--- config.mk ---
export PLATFORM = sky130hd
export DESIGN_NAME = dsi_lane_hs_ctrl_flat
export DESIGN_NICKNAME = d
export VERILOG_FILES = /design/src/rtl/dsi_lane_hs_if.sv /design/src/rtl/dsi_lane_hs_ctrl.sv /design/src/flat_wrapper.sv
export SDC_FILE = /design/constraint.sdc
export NUM_CORES = 1
export LEC_CHECK = 0
export CORE_ASPECT_RATIO = 0.6
export CORE_MARGIN = 2
export CORE_UTILIZATION = 66
export CTS_BUF_LIST = sky130_fd_sc_hd__clkbuf_4
export CTS_CLUSTER_DIAMETER = 100
export CTS_CLUSTER_SIZE = 24
export DETAILED_ROUTE_END_ITERATION = 10
export GPL_TIMING_DRIVEN = 0
export PLACE_DENSITY = 0.87
export SLEW_MARGIN = 15
export SYNTH_ARGS = -nofsm -noshare
export SYNTH_HDL_FRONTEND = slang
export SYNTH_SLANG_ARGS = --single-unit
--- constraint.sdc ---
create_clock -name clk_base -period 5 [get_ports clk_base]
set_input_delay 1.25 -clock clk_base [delete_from_list [all_inputs] [get_ports clk_base]]
set_output_delay 1.25 -clock clk_base [all_outputs]
set_load 0.05 [all_outputs]
--- src/rtl/dsi_lane_hs_if.sv ---
// Byte-lane word stream from the packet assembler into the HS lane controller.
interface dsi_lane_hs_if #(
   parameter int LANES = 2
);
   logic               in_valid;
   logic               in_ready;
   logic [8*LANES-1:0] in_data;
   logic [LANES-1:0]   in_keep;
   logic               in_last;

   modport master (
      output in_valid, in_data, in_keep, in_last,
      input  in_ready
   );

   modport slave (
      input  in_valid, in_data, in_keep, in_last,
      output in_ready
   );
endinterface

--- src/rtl/dsi_lane_hs_ctrl.sv ---
// D-PHY data-lane HS burst sequencer: FIFO-buffered byte-lane words,
// LP-11 -> LP-01 -> LP-00 -> HS-zero -> sync -> payload -> trail -> LP-11.
module dsi_lane_hs_ctrl #(
   parameter int         LANES      = 2,
   parameter int         FIFO_DEPTH = 16,
   parameter int         TIMER_W    = 8,
   parameter logic [7:0] SYNC_BYTE  = 8'hB8
) (
   input  logic                        clk_base,
   input  logic                        reset,
   input  logic [TIMER_W-1:0]          cfg_t_lpx,
   input  logic [TIMER_W-1:0]          cfg_t_prepare,
   input  logic [TIMER_W-1:0]          cfg_t_zero,
   input  logic [TIMER_W-1:0]          cfg_t_trail,
   input  logic [TIMER_W-1:0]          cfg_t_exit,
   dsi_lane_hs_if.slave                s,
   output logic [8*LANES-1:0]          hs_data,
   output logic [LANES-1:0]            hs_oe,
   output logic [LANES-1:0]            lp_p,
   output logic [LANES-1:0]            lp_n,
   output logic [LANES-1:0]            lp_oe,
   output logic                        active,
   output logic                        underrun,
   output logic [$clog2(FIFO_DEPTH):0] fifo_level
);
   localparam int AW = $clog2(FIFO_DEPTH);
   localparam int EW = 1 + LANES + 8*LANES;
   localparam logic [AW:0] FULL_LVL = (AW+1)'(FIFO_DEPTH);

   typedef enum logic [2:0] {
      IDLE, LPX, PREPARE, ZERO, SYNC, DATA, TRAIL, EXIT
   } state_t;

   state_t state, state_nx;
   logic [TIMER_W-1:0] tmr, tmr_nx;

   logic [EW-1:0]      mem [FIFO_DEPTH];
   logic [AW-1:0]      wr_ptr, rd_ptr;
   logic [AW:0]        count, pkt_cnt;
   logic               push, pop, full, empty, uflow;
   logic               head_last;
   logic [LANES-1:0]   head_keep;
   logic [8*LANES-1:0] head_data;

   logic [8*LANES-1:0] trail, trail_nx;
   logic               shown_last, shown_last_nx;
   logic [8*LANES-1:0] hs_nx;
   logic [LANES-1:0]   hs_oe_nx, lp_p_nx, lp_n_nx, lp_oe_nx;

   function automatic logic [TIMER_W-1:0] ld(input logic [TIMER_W-1:0] v);
      return (v == '0) ? TIMER_W'(1) : v;
   endfunction

   assign full       = count == FULL_LVL;
   assign empty      = count == '0;
   assign s.in_ready = !full;
   assign push       = s.in_valid && !full;
   assign fifo_level = count;
   assign {head_last, head_keep, head_data} = mem[rd_ptr];

   always_comb begin
      state_nx      = state;
      tmr_nx        = tmr - TIMER_W'(1);
      pop           = 1'b0;
      uflow         = 1'b0;
      shown_last_nx = shown_last;
      unique case (state)
         IDLE:
            if (pkt_cnt != '0 || full) begin
               state_nx = LPX;
               tmr_nx   = ld(cfg_t_lpx);
            end
         LPX:
            if (tmr == TIMER_W'(1)) begin
               state_nx = PREPARE;
               tmr_nx   = ld(cfg_t_prepare);
            end
         PREPARE:
            if (tmr == TIMER_W'(1)) begin
               state_nx = ZERO;
               tmr_nx   = ld(cfg_t_zero);
            end
         ZERO:
            if (tmr == TIMER_W'(1)) state_nx = SYNC;
         SYNC, DATA: begin
            // the word shown this cycle was popped at the previous edge
            if (state == DATA && shown_last) begin
               state_nx = TRAIL;
               tmr_nx   = ld(cfg_t_trail);
            end else if (empty) begin
               uflow    = 1'b1;
               state_nx = TRAIL;
               tmr_nx   = ld(cfg_t_trail);
            end else begin
               pop           = 1'b1;
               state_nx      = DATA;
               shown_last_nx = head_last;
            end
         end
         TRAIL:
            if (tmr == TIMER_W'(1)) begin
               state_nx = EXIT;
               tmr_nx   = ld(cfg_t_exit);
            end
         EXIT:
            if (tmr == TIMER_W'(1)) state_nx = IDLE;
      endcase
   end

   always_comb begin
      hs_nx    = '0;
      hs_oe_nx = '0;
      lp_p_nx  = '1;
      lp_n_nx  = '1;
      lp_oe_nx = '1;
      trail_nx = trail;
      if (state_nx inside {ZERO, SYNC, DATA, TRAIL}) begin
         hs_oe_nx = '1;
         lp_oe_nx = '0;
         lp_p_nx  = '0;
         lp_n_nx  = '0;
      end
      unique case (state_nx)
         LPX:
            lp_p_nx = '0;
         PREPARE: begin
            lp_p_nx = '0;
            lp_n_nx = '0;
         end
         SYNC: begin
            hs_nx    = {LANES{SYNC_BYTE}};
            trail_nx = {LANES{{8{~SYNC_BYTE[7]}}}};
         end
         DATA:
            for (int i = 0; i < LANES; i++) begin
               if (head_keep[i]) begin
                  hs_nx[8*i +: 8]    = head_data[8*i +: 8];
                  trail_nx[8*i +: 8] = {8{~head_data[8*i+7]}};
               end else begin
                  hs_nx[8*i +: 8] = trail[8*i +: 8];
               end
            end
         TRAIL:
            hs_nx = trail;
         default: ;
      endcase
   end

   always_ff @(posedge clk_base) begin
      if (reset) begin
         state      <= IDLE;
         tmr        <= '0;
         hs_data    <= '0;
         hs_oe      <= '0;
         lp_p       <= '1;
         lp_n       <= '1;
         lp_oe      <= '1;
         active     <= 1'b0;
         underrun   <= 1'b0;
         trail      <= '0;
         shown_last <= 1'b0;
         wr_ptr     <= '0;
         rd_ptr     <= '0;
         count      <= '0;
         pkt_cnt    <= '0;
      end else begin
         state      <= state_nx;
         tmr        <= tmr_nx;
         hs_data    <= hs_nx;
         hs_oe      <= hs_oe_nx;
         lp_p       <= lp_p_nx;
         lp_n       <= lp_n_nx;
         lp_oe      <= lp_oe_nx;
         active     <= state_nx != IDLE;
         underrun   <= uflow;
         trail      <= trail_nx;
         shown_last <= shown_last_nx;
         if (push) wr_ptr <= wr_ptr + AW'(1);
         if (pop)  rd_ptr <= rd_ptr + AW'(1);
         count   <= count + (AW+1)'(push) - (AW+1)'(pop);
         pkt_cnt <= pkt_cnt + (AW+1)'(push && s.in_last)
                            - (AW+1)'(pop && head_last);
      end
   end

   always_ff @(posedge clk_base) begin
      if (push) mem[wr_ptr] <= {s.in_last, s.in_keep, s.in_data};
   end
endmodule

--- src/flat_wrapper.sv ---
// flat-port wrapper written by rule: the top's interface ports become plain ports
module dsi_lane_hs_ctrl_flat 
#(
   parameter int         LANES      = 2,
   parameter int         FIFO_DEPTH = 16,
   parameter int         TIMER_W    = 8,
   parameter logic [7:0] SYNC_BYTE  = 8'hB8
)
  (clk_base, reset, cfg_t_lpx, cfg_t_prepare, cfg_t_zero, cfg_t_trail, cfg_t_exit, hs_data, hs_oe, lp_p, lp_n, lp_oe, active, underrun, fifo_level, s_in_valid, s_in_data, s_in_keep, s_in_last, s_in_ready);
  dsi_lane_hs_if #(.LANES(LANES)) s_i ();
  input  logic clk_base;
  input  logic reset;
  input  logic [TIMER_W-1:0] cfg_t_lpx;
  input  logic [TIMER_W-1:0] cfg_t_prepare;
  input  logic [TIMER_W-1:0] cfg_t_zero;
  input  logic [TIMER_W-1:0] cfg_t_trail;
  input  logic [TIMER_W-1:0] cfg_t_exit;
  output logic [8*LANES-1:0] hs_data;
  output logic [LANES-1:0] hs_oe;
  output logic [LANES-1:0] lp_p;
  output logic [LANES-1:0] lp_n;
  output logic [LANES-1:0] lp_oe;
  output logic active;
  output logic underrun;
  output logic [$clog2(FIFO_DEPTH):0] fifo_level;
  input wire logic [$bits(s_i.in_valid)-1:0] s_in_valid;
  input wire logic [$bits(s_i.in_data)-1:0] s_in_data;
  input wire logic [$bits(s_i.in_keep)-1:0] s_in_keep;
  input wire logic [$bits(s_i.in_last)-1:0] s_in_last;
  output wire logic [$bits(s_i.in_ready)-1:0] s_in_ready;
  assign s_i.in_valid = s_in_valid;
  assign s_i.in_data = s_in_data;
  assign s_i.in_keep = s_in_keep;
  assign s_i.in_last = s_in_last;
  assign s_in_ready = s_i.in_ready;
  dsi_lane_hs_ctrl #(.LANES(LANES), .FIFO_DEPTH(FIFO_DEPTH), .TIMER_W(TIMER_W), .SYNC_BYTE(SYNC_BYTE)) u_core (.clk_base(clk_base), .reset(reset), .cfg_t_lpx(cfg_t_lpx), .cfg_t_prepare(cfg_t_prepare), .cfg_t_zero(cfg_t_zero), .cfg_t_trail(cfg_t_trail), .cfg_t_exit(cfg_t_exit), .s(s_i), .hs_data(hs_data), .hs_oe(hs_oe), .lp_p(lp_p), .lp_n(lp_n), .lp_oe(lp_oe), .active(active), .underrun(underrun), .fifo_level(fifo_level));
endmodule
==> Word-level counts from Yosys, hierarchy flattened <==
Memory sizes are Yosys's and may differ from the RTL's. A register that Yosys moved wholly into a read port is not among the register bits.
Index checks and enable logic that the tools add are counted.
{ "classes": {"n_reduce_logical": 23, "n_eq_ne": 17, "multipliers": 0, "n_shift": 0, "n_bitwise": 5, "order_cmp": 0, "div": 0, "n_addsub": 7, "n_mux": 39} }
{ "ops": {"columns": ["operator", "n"], "rows": [
  ["8-bit 2-to-1 mux", 15],
  ["16-bit one-hot mux with 3 select lines", 1],
  ["8-bit zero test", 5],
  ["8-bit one-hot mux with 5 select lines", 1],
  ["16-bit one-hot mux with 2 select lines", 1],
  ["3-bit == test, second input constant", 7],
  ["3-bit 2-to-1 mux", 7],
  ["3-bit one-hot mux with 7 select lines", 1],
  ["3-bit by 2-bit == test with 1-bit output, second input constant", 4],
  ["5-bit by 1-bit adder with 5-bit output", 2],
  ["2-bit 2-to-1 mux", 5],
  ["5-bit by 1-bit subtractor with 5-bit output", 2],
  ["4-bit by 1-bit adder with 4-bit output, second input constant", 2],
  ["8-bit by 1-bit == test with 1-bit output, second input constant", 1],
  ["4-bit 2-to-1 mux", 2],
  ["8-bit by 1-bit subtractor with 8-bit output, second input constant", 1],
  ["3-bit by 1-bit == test with 1-bit output, second input constant", 2],
  ["1-bit 2-to-1 mux", 6],
  ["5-bit == test, second input constant", 1],
  ["5-bit zero test", 1],
  ["1-bit NOT", 5],
  ["5-bit nonzero test", 1],
  ["1-bit logical AND", 4],
  ["2-bit by 1-bit inequality test with 1-bit output, second input constant", 2],
  ["other kinds (10)", 12]
]} }
{ "totals": {"regBits": 72, "romBits": 0, "ram_bits": 304, "latch_bits": 0, "memories": 1, "output_inout_bits": 32, "in_bits": 62} }
{ "memory_table": {"columns": ["memory", "words", "word_bits", "read_ports", "rd_clocked_by_memory_dff", "wr", "line_no", "rtl"], "rows": [
  ["u_core.mem", 16, 19, 1, 1, 1, "dsi_lane_hs_ctrl.sv:37", "logic [EW-1:0] mem [FIFO_DEPTH];"]
]} }

==> Depth between registers and ports, before layout <==
Gate-level depths: netlist of the first run.
{ "depth": {"word_depth": 8, "depth_mapped": 17, "ltp_nobuf": 15} }

==> Worst setup path after synthesis of the first run <==
OpenSTA, ideal clock, no wires.
{ "synth_timing": {"kind": "reg-to-reg", "from": "reg u_core.count[2] (netlist: u_core.fifo_level[2])", "to": "mem u_core.mem[3][0] in the netlist's numbering, enable pin", "arrival_time_ns": 3.449, "slack_ns": 1.132, "setup_time_ns": 0.419, "path_stages_with_launch": 8, "required_ns": 4.581, "path_cell_list": "dfxtp_1 inv_1 ha_1 nand4bb_1 and2_1 clkbuf_1 nand2_1 nor3_1"} }
{ "synth_via": {"elab_chain_len": 5} }
{ "synth_lines": {"columns": ["element", "line_no", "rtl"], "rows": [
  ["start, declared", "dsi_lane_hs_ctrl.sv:39", "logic [AW:0] count, pkt_cnt;"],
  ["start signal, assigned", "dsi_lane_hs_ctrl.sv:180", "count <= count + (AW+1)'(push) - (AW+1)'(pop);"],
  ["5-bit == test", "dsi_lane_hs_ctrl.sv:54", "assign full = count == FULL_LVL;"],
  ["1-bit zero test", null, null],
  ["via s_in_ready", "flat_wrapper.sv:30", "output wire logic [$bits(s_i.in_ready)-1:0] s_in_ready;"],
  ["1-bit logical AND", "dsi_lane_hs_ctrl.sv:57", "assign push = s.in_valid && !full;"],
  ["via u_core.push", "dsi_lane_hs_ctrl.sv:40", "logic push, pop, full, empty, uflow;"],
  ["1-bit 2-to-1 mux", "dsi_lane_hs_ctrl.sv:187", "if (push) mem[wr_ptr] <= {s.in_last, s.in_keep, s.in_data};"],
  ["1-bit 2-to-1 mux (not written as such)", "dsi_lane_hs_ctrl.sv:187", null],
  ["end, declared", "dsi_lane_hs_ctrl.sv:37", null]
]} }
The timed path passes the listed nets, and every way through them passes these cells.

==> out/results.tsv, run 1 <==
stage	metric	value	unit
drt	DR DRC count	0	
final_layout	antenna diode count	0	
floorplanning	Die X	198.5	um
final_layout	most frequent cells in the layout	edfxtp_1, clkdlybuf4s50_1, dfxtp_1	
drt	DR vias	8794	
synth	Synth Register Bits	362	
final_layout	Layout Area Growth over Synthesis	12.01	%
global_routing	GRT overflow	0	
floorplanning	starting density of the core	67.58	%
clock_tree	clock network latency to the later pin of the worst-skew pair	0.74	ns
floorplanning	Chip Height	120.7	um
clock_tree	Post-CTS Setup Inserts	0	
sta	Slew HR	34.47	%
drt	vias per inst	6.617	
power_and_ir_drop	peak supply drop	257.4	uV
power_and_ir_drop	leakage	0.005337	uW
clock_tree	H-tree levels	1	
sta	worst clock skew	0.06783	ns
synth	Synthesized Nets	969	
sta	final hold vios	0	
synth	syn_area_per_cell	16.91	um^2
worst_setup_path	kind of critical path	register to register	
sta	Slew @ Worst Pin	0.9806	ns
sta	Final setup viols	0	
place	dpl cell area	16520	um^2
sta	post-layout min period	3.957	ns
clock_tree	clock sink total	362	
drt	Pre-antenna DRT Iters	6	
clock_tree	post-CTS resize count	0	
drt	overall routed net length	34670	um
worst_setup_path	CP required	5.69	ns
sta	hold slack	0.5134	ns
worst_setup_path	Worst Path Arrival	4.65	ns
synth	library cells used by synthesis	74	
hold_path	Hold Path Class	register to register	
power_and_ir_drop	Pwr Total	5847	uW
synth	Synth Instances	886	
final_layout	Final #Nets	1092	
synth	number of flops mapped to enable cells by yosys	304	
worst_setup_path	CP endpoint kind	register	
clock_tree	CTS Hold Bufs	0	
hold_path	hold-critical path depth	2	
worst_setup_path	CP max FO	10	
drt	post-route ant nets	0	
final_layout	post-route cell area	16790	um^2
floorplanning	Cell Rows	42	
clock_tree	CTS tree	done	
clock_tree	total CTS buffers	19	
outcome	status	complete, no violations	
place	Port-buffer cells	92	
sta	unrepaired setup endpoints after global routing	no	
place	DP HPWL	23810	um
clock_tree	CTS clk-pin slew, worst paths	0.24	ns
global_routing	vias in the first global route	8553	
synth	synth warn	0	
sta	max-slew violations	0	
drt	drt initial violations	1286	
global_routing	largest net degree at the start of global routing	26	
synth	ys async rst share	0	%
sta	Final period util	79.13	%
final_layout	commonest non-fill, non-tap cell in the layout	edfxtp_1	
global_routing	GRT Util Overall	29.89	%
global_routing	initial antenna violation count	0	
sta	fmax	0.2527	GHz
worst_setup_path	R2R Setup Slk	1.04	ns
synth	register area share after synthesis	68.66	%
clock_tree	Root Buffer	clkbuf_4	
floorplanning	Core Box Area	22180	um^2
floorplanning	Ports	94	
floorplanning	Die ar.	23970	um^2
place	GP Congestion	0.8873	
synth	Mapped Area	14990	um^2
final_layout	share of layout cells above drive strength 1	16.26	%
worst_setup_path	crit path launch type	register	
run	Max-Cap Viols	0	
clock_tree	clock buffer depth	3	
worst_setup_path	R2R depth	14	
synth	most used flip-flop cell after synthesis	edfxtp_1	
hold_path	origin of the worst min-delay path	u_core.rd_ptr[1]	
global_routing	first-pass GRT wire length	51720	um
power_and_ir_drop	pwr/cell area	348.3	nW/um^2
worst_setup_path	Critical R2R Capture	u_core.pkt_cnt[4]	
drt	wire per inst	26.09	um
## logic make-up after synthesis
group / Yosys count / share of synthesized area (%)
compound gates: 145 / 6.596
simple gates: 170 / 5.753
mux: 98 / 13.42
fa+ha+maj: 21 / 1.854
buf+inv: 71 / 2.605
flops: 362 / 68.66
xor+xnor: 19 / 1.110
## through the flow
step,util (%),worst slack [ns],cells,TNS (ns)
floorplan,-,1.132,886,0
global route,75.69,0.8794,1329,0
global placement,73.47,-0.4770,1286,-30.09
detailed placement,74.48,1.008,1296,0
CTS,75.69,1.131,1329,0
finish,75.69,1.043,1329,0
## worst max path at each step
| stage | slack [ns] | end | startpoint | cells past startpoint |
|---|---|---|---|---|
| 6_report | 1.04 | u_core.pkt_cnt[4] | register | 14 |
| 5_1_grt | 0.88 | u_core.pkt_cnt[4] | register | 14 |
| 4_1_cts | 1.13 | u_core.pkt_cnt[4] | register | 14 |
| 3_5_place_dp | 1.01 | u_core.mem[2][2] | s_in_valid | 7 |
| 3_3_place_gp | -0.48 | u_core.mem[0][2] | s_in_valid | 5 |
| 2_1_floorplan | 1.13 | u_core.mem[3][0] | u_core.fifo_level[2] | 7 |
## critical path, stage by stage, from the launching register on
cell and delay (ns):
dfxtp_1 0.39, clkbuf_1 0.31, clkbuf_1 0.63, clkbuf_1 0.62
a211oi_1 0.34, ha_1 0.37, inv_1 0.04, ha_1 0.19
inv_1 0.08, fa_1 0.20, inv_1 0.05, a21oi_1 0.13
nor2_1 0.07, or3_1 0.35, a21oi_1 0.14
## synthesized netlist by cell type, types with 6 or more instances
library cell	count	area (um^2)
a22oi_1	19	142.6
mux2_2	6	67.56
nor2_1	51	191.4
nand3_1	10	50.05
clkbuf_1	16	60.06
mux4_1	19	499.2
nand2_1	39	146.4
o21ai_0	24	120.1
mux4_2	57	1284
a211oi_1	12	90.09
nor4_1	6	37.54
dfxtp_1	58	1161
o21a_1	7	52.55
nor3_1	13	65.06
mux2i_1	16	160.2
a21oi_1	39	195.2
xnor2_1	9	78.83
nor2b_1	15	93.84
and2_1	7	43.79
buf_2	15	75.07
xor2_1	10	87.58
ha_1	19	237.7
inv_1	22	82.58
o31ai_1	8	60.06
edfxtp_1	304	9129
## area by class of cell
cell class / count / area [um^2]
multi-input cells: 453 / 4415
repair buffers: 102 / 1035
inverters: 24 / 90.09
well taps: 308 / 385.4
plain buffers: 47 / 300.3
clock inverters: 1 / 30.03
flip-flops and latches: 362 / 10290
clock buffers: 32 / 240.2
fillers: 1298 / 5390
## where the power goes
part,leakage [uW],switching (uW),internal (uW),total [uW]
combinational,0.00196,737,468,1210
sequential,0.00322,84.8,3410,3490
clock,0.000159,850,298,1150
total,0.00534,1670,4170,5850
## sequential cells by signal, summed over array words and instances (netlist names), 2 cells and up, named ones only
register and cells:
u_core.rd_ptr 4, u_core.pkt_cnt 5, u_core.trail 2, u_core.wr_ptr 4, u_core.mem 304, u_core.hs_data 16
u_core.fifo_level 5, u_core.state 3, u_core.tmr 8
## layer usage
layer / track usage [%] / vias up / routed length [um]
met5: 0 / - / 0
met3: 7.587 / 65 / 4227
met4: 6.157 / 0 / 664
met2: 45.02 / 613 / 15520
li1: - / 3747 / -
met1: 45.27 / 4369 / 14260
(Power assumes the default switching activity.)
==> inputs of run 2 (changes only) <==
--- a/config.mk
+++ b/config.mk
@@ -7,13 +7,13 @@
 export LEC_CHECK = 0
 export CORE_ASPECT_RATIO = 0.6
 export CORE_MARGIN = 2
-export CORE_UTILIZATION = 66
+export CORE_UTILIZATION = 55
 export CTS_BUF_LIST = sky130_fd_sc_hd__clkbuf_4
 export CTS_CLUSTER_DIAMETER = 100
 export CTS_CLUSTER_SIZE = 24
 export DETAILED_ROUTE_END_ITERATION = 10
 export GPL_TIMING_DRIVEN = 0
-export PLACE_DENSITY = 0.87
+export PLACE_DENSITY = 0.78
 export SLEW_MARGIN = 15
 export SYNTH_ARGS = -nofsm -noshare
 export SYNTH_HDL_FRONTEND = slang
==> constraint.sdc (replaced) <==
create_clock -name clk_base -period 3.6 [get_ports clk_base]
set_input_delay 0.9 -clock clk_base [delete_from_list [all_inputs] [get_ports clk_base]]
set_output_delay 0.9 -clock clk_base [all_outputs]
set_load 0.05 [all_outputs]
==> out/results.tsv, run 2 (synthesized netlist as in run 1, its figures left out) <==
stage	metric	value	unit	change
floorplanning	Chip Height	131.9	um	was 120.7 um
clock_tree	Post-CTS Setup Inserts	0		unchanged
power_and_ir_drop	leakage	0.005360	uW	was 0.005337 uW
drt	vias per inst	6.253		was 6.617
floorplanning	Cell Rows	46		was 42
sta	max-slew violations	0		unchanged
power_and_ir_drop	combinational power share	20.2	%	was 20.6%
final_layout	register area	10290	um^2	about the same
worst_setup_path	Crit. Startpoint	u_core.fifo_level[2]		
worst_setup_path	crit path launch type	register		unchanged
clock_tree	CTS tree	done		unchanged
floorplanning	starting density of the core	56.36	%	was 67.58%
sta	Slew HR	40.22	%	was 34.47%
place	Port-buffer cells	92		unchanged
final_layout	commonest non-fill, non-tap cell in the layout	edfxtp_1		unchanged
clock_tree	Root Buffer	clkbuf_4		unchanged
clock_tree	clock network latency to the later pin of the worst-skew pair	0.78	ns	was 0.74 ns
sta	final setup margin	0.1904	ns	was 1.043 ns
power_and_ir_drop	NetSw	2284	uW	was 1672 uW
final_layout	Final #Nets	1091		was 1092
final_layout	max FFs per register	304		unchanged
sta	final hold vios	0		unchanged
global_routing	GRT overflow	0		unchanged
outcome	status	complete, no violations		unchanged
worst_setup_path	CP endpoint kind	primary output		was register
final_layout	fill cell count	1861		was 1298
power_and_ir_drop	pwr/cell area	473.9	nW/um^2	was 348.3 nW/um^2
sta	post-layout min period	3.410	ns	
drt	DR vias	8642		was 8794
clock_tree	clock sink total	362		unchanged
worst_setup_path	CP required	2.70	ns	was 5.69 ns
worst_setup_path	Worst Path Arrival	2.51	ns	was 4.65 ns
place	dpl ws	-0.1431	ns	was 1.008 ns
final_layout	Multi-input gate area	4451	um^2	was 4415 um^2
floorplanning	Core Box Area	26590	um^2	was 22180 um^2
clock_tree	total CTS buffers	19		unchanged
power_and_ir_drop	internal power	5790	uW	was 4175 uW
clock_tree	clock buffer depth	3		unchanged
drt	Pre-antenna DRT Iters	5		was 6
worst_setup_path	CP max FO	5		was 10
global_routing	first-pass GRT wire length	51540	um	was 51720 um
sta	Final period util	94.71	%	
power_and_ir_drop	Flop pwr share	60.0	%	was 59.8%
clock_tree	CTS clk-pin slew, worst paths	0.23	ns	was 0.24 ns
place	DP HPWL	23710	um	was 23810 um
sta	worst clock skew	0.1001	ns	was 0.06783 ns
final_layout	post-route cell area	17040	um^2	was 16790 um^2
floorplanning	Die ar.	28630	um^2	was 23970 um^2
power_and_ir_drop	peak supply drop	331.5	uV	was 257.4 uV
place	GP Congestion	0.9126		was 0.8873
floorplanning	Ports	94		unchanged
final_layout	Top Registers	u_core.mem: 304 flops, u_core.hs_data: 16 flops, u_core.tmr: 8 flops		unchanged
global_routing	GRT Util Overall	24.36	%	was 29.89%
final_layout	Layout Area Growth over Synthesis	13.68	%	was 12.01%
final_layout	share of layout cells above drive strength 1	16.76	%	was 16.26%
global_routing	vias in the first global route	8352		was 8553
global_routing	initial antenna violation count	1		was 0
power_and_ir_drop	Clock Power Share	19.8	%	was 19.6%
run	Max-Cap Viols	0		unchanged
final_layout	most frequent cells in the layout	edfxtp_1, clkdlybuf4s50_1, mux4_2		was edfxtp_1, clkdlybuf4s50_1, dfxtp_1
worst_setup_path	kind of critical path	register to primary output		was register to register
sta	Slew @ Worst Pin	0.8946	ns	was 0.9806 ns
drt	post-route ant nets	0		unchanged
place	dpl cell area	16740	um^2	was 16520 um^2
sta	fmax	0.2933	GHz	
global_routing	largest net degree at the start of global routing	26		unchanged
drt	wire per inst	25.01	um	was 26.09 um
hold_path	Hold Path Class	primary input to register		was register to register
drt	DR DRC count	0		unchanged
power_and_ir_drop	switching share of power	28.29	%	was 28.60%
final_layout	Biggest register	u_core.mem		unchanged
sta	unrepaired setup endpoints after global routing	no		unchanged
sta	Final setup viols	0		unchanged
clock_tree	H-tree levels	1		unchanged
floorplanning	Die X	217.1	um	was 198.5 um
drt	overall routed net length	34560	um	was 34670 um
hold_path	origin of the worst min-delay path	reset		was u_core.rd_ptr[1]
drt	drt initial violations	1218		was 1286
run 2: area by class of cell:
cell class / instances / share of cell area (%)
Sequential cell: 362 / 60.43
Multi-Input combinational cell: 453 / 26.12
Timing Repair Buffer: 103 / 6.874
Tap cell: 360 / 2.644
Buffer: 45 / 1.785
Clock buffer: 32 / 1.410
Inverter: 24 / 0.5288
Clock inverter: 1 / 0.1763
Antenna cell: 2 / 0.02938
run 2: what timing repair did:
item,4_1_cts,5_1_grt
endpoints found under the setup margin,1,1
hold buffers,0,0
resized for setup,3,9
endpoints found under the hold margin,0,0
run 2: routing by layer:
| layer | vias up | track usage (%) | routed length (um) |
|---|---|---|---|
| met2 | 493 | 35.04 | 15050 |
| met4 | 0 | 4.262 | 450 |
| li1 | 3753 | - | - |
| met1 | 4354 | 38.36 | 15180 |
| met3 | 42 | 6.044 | 3879 |
| met5 | - | 0 | 0 |
run 2: final timing paths:
kind,cells past startpoint,slack (ns),end
hold reg to reg,2,0.53,u_core.shown_last
setup reg to reg,16,0.20,u_core.pkt_cnt[4]
hold / removal,2,0.53,u_core.fifo_level[0]
setup / recovery,4,0.19,s_in_ready
run 2: power groups by stage:
| stage | combinational (uW) | clock [uW] | sequential (uW) |
|---|---|---|---|
| after floorplan | 963 | 0 | 5010 |
| after global placement | 1510 | 0 | 4930 |
| after detailed placement | 1590 | 0 | 4940 |
| after CTS | 1600 | 1620 | 4840 |
| after global routing | 1750 | 1770 | 4870 |
| final | 1630 | 1600 | 4850 |
run 2: critical path, cell delays in order (launching register included):
cell and delay, ns:
dfxtp_1 0.41, inv_1 0.08, ha_1 0.21, nand4bb_1 0.21
clkdlybuf4s50_1 0.85
run 2: per-stage QoR:
step | utilization [%] | total power, uW | hold WS [ns] | TNS (ns) | instances
floorplan | - | 5977 | 0.4568 | 0 | 886
global placement | 61.59 | 6443 | 0.4709 | -184.91 | 1338
detailed placement | 62.96 | 6525 | 0.4767 | -0.1431 | 1349
CTS | 64.01 | 8058 | 0.5016 | 0 | 1382
global route | 64.07 | 8382 | 0.5130 | 0 | 1382
finish | 64.07 | 8074 | 0.5250 | 0 | 1382
==> patch 1: new RTL, config.mk and constraints of run 1 <==
`LANES` is set to 2 in 3 places; all go to 1.
--- a/src/rtl/dsi_lane_hs_if.sv
+++ b/src/rtl/dsi_lane_hs_if.sv
@@ -1,6 +1,6 @@
 // Byte-lane word stream from the packet assembler into the HS lane controller.
 interface dsi_lane_hs_if #(
-   parameter int LANES = 2
+   parameter int LANES = 1
 );
    logic               in_valid;
    logic               in_ready;
--- a/src/rtl/dsi_lane_hs_ctrl.sv
+++ b/src/rtl/dsi_lane_hs_ctrl.sv
@@ -1,7 +1,7 @@
 // D-PHY data-lane HS burst sequencer: FIFO-buffered byte-lane words,
 // LP-11 -> LP-01 -> LP-00 -> HS-zero -> sync -> payload -> trail -> LP-11.
 module dsi_lane_hs_ctrl #(
-   parameter int         LANES      = 2,
+   parameter int         LANES      = 1,
    parameter int         FIFO_DEPTH = 16,
    parameter int         TIMER_W    = 8,
    parameter logic [7:0] SYNC_BYTE  = 8'hB8
--- a/src/flat_wrapper.sv
+++ b/src/flat_wrapper.sv
@@ -1,7 +1,7 @@
 // flat-port wrapper written by rule: the top's interface ports become plain ports
 module dsi_lane_hs_ctrl_flat 
 #(
-   parameter int         LANES      = 2,
+   parameter int         LANES      = 1,
    parameter int         FIFO_DEPTH = 16,
    parameter int         TIMER_W    = 8,
    parameter logic [7:0] SYNC_BYTE  = 8'hB8
Ports: changed (7 resized); port bits go from 94 to 73. The function was not compared with the original's and may differ.
==> patch 1 against run 1 <==
Wire length fell by 38%; synthesized area decreased by 40%; fmax up 2.5%; design area down 39%; critical path depth grew 2; sequential cell count down 153; worst setup slack improved by 0.097 ns; utilization is 0.43 points lower; total power fell by 36%; largest cell class unchanged; largest power group unchanged; highest routed layer unchanged.
==> patch 1: results <==
export IMPL_post_cts_setup_buffers=0
export IMPL_cts_max_path_buffers=3
export IMPL_initial_antenna_violation_count=0
export IMPL_detailroute_via_count=5858
export IMPL_gpl_final_weighted_congestion=0.927
export IMPL_syn_num_nets=697
export IMPL_ys_top_cells_by_count="160 x edfxtp_1, 49 x dfxtp_1, 48 x nor2_1"
export IMPL_worst_case_headroom_to_the_max_slew_limit_pct=16.7
export IMPL_synth_edf_count=160
export IMPL_ys_async_sr_fraction_pct=0
export IMPL_clk_pin_slew_ns=0.25
export IMPL_ir_worst_vdd_uv=257
export IMPL_grt_total_usage_pct=29.9
export IMPL_biggestRegsByFlops="u_core.mem (160), u_core.hs_data (8), u_core.tmr (8)"
export IMPL_outcome="finished, final reports clean"
export IMPL_worstRegToRegCells=16
export IMPL_post_place_ws_ns=1.24
export IMPL_clock_skew_final_ns=0.0384
export IMPL_ys_types=57
export IMPL_grt_max_degree=26
export IMPL_final_layout_size_suffix_gt1_share_pct=12.5
export IMPL_p_leak_nw=3.32
export IMPL_tritoncts_num_buffers=12
export IMPL_grt_pass1_wl_um=32100
export IMPL_insertedDiodeCount=0
export IMPL_cts_repair_resized=0
export IMPL_hold_path_cell_count=2
export IMPL_filler_cell_count=802
export IMPL_synth_top_flop_cell="edfxtp_1"
export IMPL_htree_levels=1
export IMPL_seq_area_frac_synth_pct=64.2
export IMPL_wl_per_instance_um=23.9
export IMPL_cp_slowest_cell="nor4b_1"
export IMPL_hp_class="reg -> reg"
export IMPL_timing_critical_path_slowest_cell_delay_ns=0.76
export IMPL_synthesis_yosys_warnings=0
export IMPL_drt_initial_drc_count=825
export IMPL_cp_top_family="simple AND/OR/NAND/NOR gates"
export IMPL_path_max_fanout=6
export IMPL_design_final_nets=787
export IMPL_dpl_hpwl_um=15300
export IMPL_yosys_top_cells_area="edfxtp_1 53%, dfxtp_1 11%, mux4_2 9.0%"
export IMPL_cts_root_buffer_cell="clkbuf_4"
export IMPL_detailedRoute_firstPassIterationCount=5
export IMPL_grt_pass1_vias=5664
export IMPL_port_buffers=72
export IMPL_clock_latency_ns=0.64
==> patch 1: layout make-up <==
| cell class | count | share of cell area [%] |
|---|---|---|
| Buffer | 29 | 1.47 |
| Clock buffer | 19 | 1.40 |
| Clock inverter | 1 | 0.0862 |
| Inverter | 26 | 0.960 |
| Multi-Input combinational cell | 359 | 29.6 |
| Sequential cell | 209 | 56.9 |
| Tap cell | 175 | 2.15 |
| Timing Repair Buffer | 76 | 7.39 |
==> patch 1: power breakdown <==
| part | total [mW] | leakage, nW | internal [mW] | switching [mW] |
|---|---|---|---|---|
| combinational | 1.04 | 1.38 | 0.412 | 0.629 |
| clock | 0.656 | 0.0919 | 0.176 | 0.480 |
| sequential | 2.04 | 1.84 | 1.97 | 0.0711 |
| total | 3.74 | 3.32 | 2.56 | 1.18 |
==> patch 1: per-layer routing <==
| layer | track usage [%] | share of wire [%] | vias up |
|---|---|---|---|
| met2 | 45.2 | 45 | 412 |
| met3 | 7.39 | 12 | 37 |
| li1 | - | - | 2572 |
| met4 | 6.10 | 1.6 | 0 |
| met1 | 45.4 | 42 | 2837 |
| met5 | 0 | 0 | - |
==> patch 1: through the flow <==
| stage | util (%) | area (sq um) | power, mW | instances |
|---|---|---|---|---|
| 2_1_floorplan | - | 9010 | 2.74 | 623 |
| 3_3_place_gp | 73.7 | 9950 | 3.03 | 870 |
| 3_5_place_dp | 74.0 | 10000 | 3.08 | 874 |
| 4_1_cts | 75.2 | 10100 | 3.70 | 894 |
| 5_1_grt | 75.3 | 10200 | 3.89 | 894 |
| 6_report | 75.3 | 10200 | 3.74 | 894 |
==> patch 1: tightest hold or removal path, cell delays in order, from the launching register on <==
cell	delay (ns)
dfxtp_1	0.39
nand2_1	0.06
a21oi_1	0.07
==> patch 1: path summary, 6_finish.rpt <==
path	startpoint	endpoint	slack, ns
worst min-delay path	u_core.rd_ptr[1]	u_core.rd_ptr[1]	0.54
worst max register to register	u_core.fifo_level[2]	u_core.pkt_cnt[4]	1.14
worst min register to register	u_core.rd_ptr[1]	u_core.rd_ptr[1]	0.54
worst max-delay path	u_core.fifo_level[2]	u_core.pkt_cnt[4]	1.14
==> patch 1: logic make-up after synthesis <==
family                   synth area share [%]
flip-flops                               64.2
multiplexers                             12.2
AO/OA/AOI/OAI                            7.72
buffers and inverters                    2.74
XOR/XNOR                                 1.85
AND/OR/NAND/NOR                          8.14
adder cells (fa/ha/maj)                  3.08
==> patch 2: new RTL, settings of run 1 <==
Without the edit above. Remove the register `underrun`: a continuous assignment takes its place, so the output `underrun` follows one clock earlier.
--- a/src/rtl/dsi_lane_hs_ctrl.sv
+++ b/src/rtl/dsi_lane_hs_ctrl.sv
@@ -156,7 +156,6 @@
          lp_n       <= '1;
          lp_oe      <= '1;
          active     <= 1'b0;
-         underrun   <= 1'b0;
          trail      <= '0;
          shown_last <= 1'b0;
          wr_ptr     <= '0;
@@ -172,7 +171,6 @@
          lp_n       <= lp_n_nx;
          lp_oe      <= lp_oe_nx;
          active     <= state_nx != IDLE;
-         underrun   <= uflow;
          trail      <= trail_nx;
          shown_last <= shown_last_nx;
          if (push) wr_ptr <= wr_ptr + AW'(1);
@@ -183,6 +181,8 @@
       end
    end
 
+   assign underrun = uflow;
+
    always_ff @(posedge clk_base) begin
       if (push) mem[wr_ptr] <= {s.in_last, s.in_keep, s.in_data};
    end
Formal check against the unedited RTL: same outputs for any inputs over 10 cycles, from zero or initial values and one cycle with reset high; that may be too few to reach the edited logic, so the function may still have changed.
==> patch 2 against run 1 <==
Clock skew up 0.016 ns; total power up 1.8%; synthesized area down 0.81%; worst setup slack worse by 0.32 ns; wire length up 5.2%; fmax down 7.4%; sequential cell count down 1; design area up 0.21%; highest routed layer unchanged.
==> patch 2: results <==
export IMPL_synthesis_yosys_warnings=0
export IMPL_finish_cell_count_without_fillers=1303
export IMPL_p_leak_nw=5.46
export IMPL_netlist_top_cell_by_area="edfxtp_1"
export IMPL_htree_levels=1
export IMPL_tritoncts_num_buffers=19
export IMPL_synth_edf_count=304
export IMPL_grt_pass1_vias=8590
export IMPL_worstRegToRegCells=13
export IMPL_yosysTopAreaCellShare_pct=61.4
export IMPL_wl_per_instance_um=28.0
export IMPL_cp_slowest_cell="clkdlybuf4s50_1"
export IMPL_via_per_inst=6.73
export IMPL_dpl_hpwl_um=25800
export IMPL_ys_async_sr_fraction_pct=0
export IMPL_post_cts_setup_buffers=0
export IMPL_worst_pin_slew_ns=0.871
export IMPL_syn_num_nets=942
export IMPL_drt_initial_drc_count=1206
export IMPL_numPlacedInstances=1267
export IMPL_cts_max_path_buffers=3
export IMPL_port_buffers=93
export IMPL_biggestRegsByFlops="u_core.mem (304), u_core.hs_data (16), u_core.tmr (8)"
export IMPL_path_max_fanout=6
export IMPL_detailedRoute_firstPassIterationCount=5
export IMPL_seq_area_frac_synth_pct=69.1
export IMPL_ys_top_cells_by_count="304 x edfxtp_1, 79 x mux4_2, 57 x dfxtp_1"
export IMPL_cts_repair_resized=0
export IMPL_clock_latency_ns=0.75
export IMPL_final_layout_size_suffix_gt1_share_pct=21.2
export IMPL_ys_types=67
export IMPL_synthesis_instances=859
export IMPL_switching_power_summed_over_all_nets_mw=1.73
export IMPL_design_final_nets=1085
export IMPL_ir_worst_vdd_uv=304
export IMPL_yosys_top_cells_area="edfxtp_1 61%, mux4_2 12%, dfxtp_1 7.7%"
export IMPL_cts_root_buffer_cell="clkbuf_4"
export IMPL_initial_antenna_violation_count=2
export IMPL_hp_class="reg -> reg"
export IMPL_gpl_final_weighted_congestion=0.959
export IMPL_outcome="finished, final reports clean"
export IMPL_clk_pin_slew_ns=0.26
export IMPL_grt_total_usage_pct=31.6
export IMPL_grt_max_degree=26
export IMPL_arrival_time_at_the_worst_endpoint_ns=3.02
export IMPL_timing_critical_path_slowest_cell_delay_ns=0.81
export IMPL_post_place_ws_ns=1.20
export IMPL_grt_pass1_wl_um=53300
export IMPL_hold_path_cell_count=2
export IMPL_clock_skew_final_ns=0.0840
[patch 2: changes by cell type after synthesis, moves of 6 or more]
cell      delta
o21ai_0     -12
a21oi_1     -16
nor2b_1      +7
mux2i_1     -12
nor2_1      -16
mux4_2      +22
a211o_1     +11
mux2_2       +9
nand2_1      -9
nor4_1       +7
mux4_1      -19
a211oi_1     -6
o21ai_1     +11
[patch 2: layer usage]
metal	share of wire [%]	global-route usage, %	vias up
met5	0	0	-
met4	1.9	6.02	0
met3	14	9.71	66
met2	44	45.6	591
met1	40	48.8	4421
li1	-	-	3692
[patch 2: worst paths after layout]
path                              from                 to  slack [ns]
hold reg to reg      u_core.shown_last  u_core.shown_last        0.54
setup reg to reg             flip-flop  u_core.pkt_cnt[4]        1.18
hold / removal       u_core.shown_last  u_core.shown_last        0.54
setup / recovery  u_core.fifo_level[2]           underrun        0.73
[patch 2: stage by stage]
step | TNS [ns] | utilization (%) | instance area [sq um] | hold WS, ns
after floorplan | 0 | - | 14900 | 0.457
after global placement | -135.95 | 73.2 | 16200 | 0.471
after detailed placement | 0 | 74.9 | 16500 | 0.496
after CTS | 0 | 76.2 | 16800 | 0.542
after global routing | 0 | 76.2 | 16800 | 0.583
final | 0 | 76.2 | 16800 | 0.541
[patch 2: power groups by stage]
stage / clock network [mW] / logic [mW] / registers, mW
global placement: 0 / 1.20 / 3.55
detailed placement: 0 / 1.26 / 3.55
CTS: 1.17 / 1.26 / 3.49
finish: 1.17 / 1.30 / 3.49
floorplan: 0 / 0.753 / 3.61
global route: 1.27 / 1.39 / 3.50
[patch 2: layout make-up]
type	count	area, sq um
diodes	2	5.00
plain buffers	44	262
clock buffers	31	233
clock inverters	3	51.3
fillers	1282	5250
inverters	29	109
multi-input cells	425	4300
flip-flops and latches	361	10300
well taps	286	358
repair buffers	122	1230
[patch 2: kinds of logic (layout without fill, tap and decap cells)]
kind of cell               after synthesis  in the layout  synth area share (%)
adders and majority gates               21             21                  1.87
xor gates and xnor gates                20             20                  1.18
DFF                                    361            361                  69.1
AOI/OAI and AO/OA                      132            132                  6.43
other                                    0              2                     0
muxes                                   98             98                  13.4
and+or+nand+nor                        154            154                  5.56
buffers and inverters                   73            229                  2.49
[patch 2: worst max-delay path: cells and delay by family, from the launching register on]
kind / cells / cell delay [ns]
AND/OR/NAND/NOR: 2 / 0.61
buffers and inverters: 3 / 1.11
flip-flops: 1 / 0.39
adder cells (fa/ha/maj): 1 / 0.17
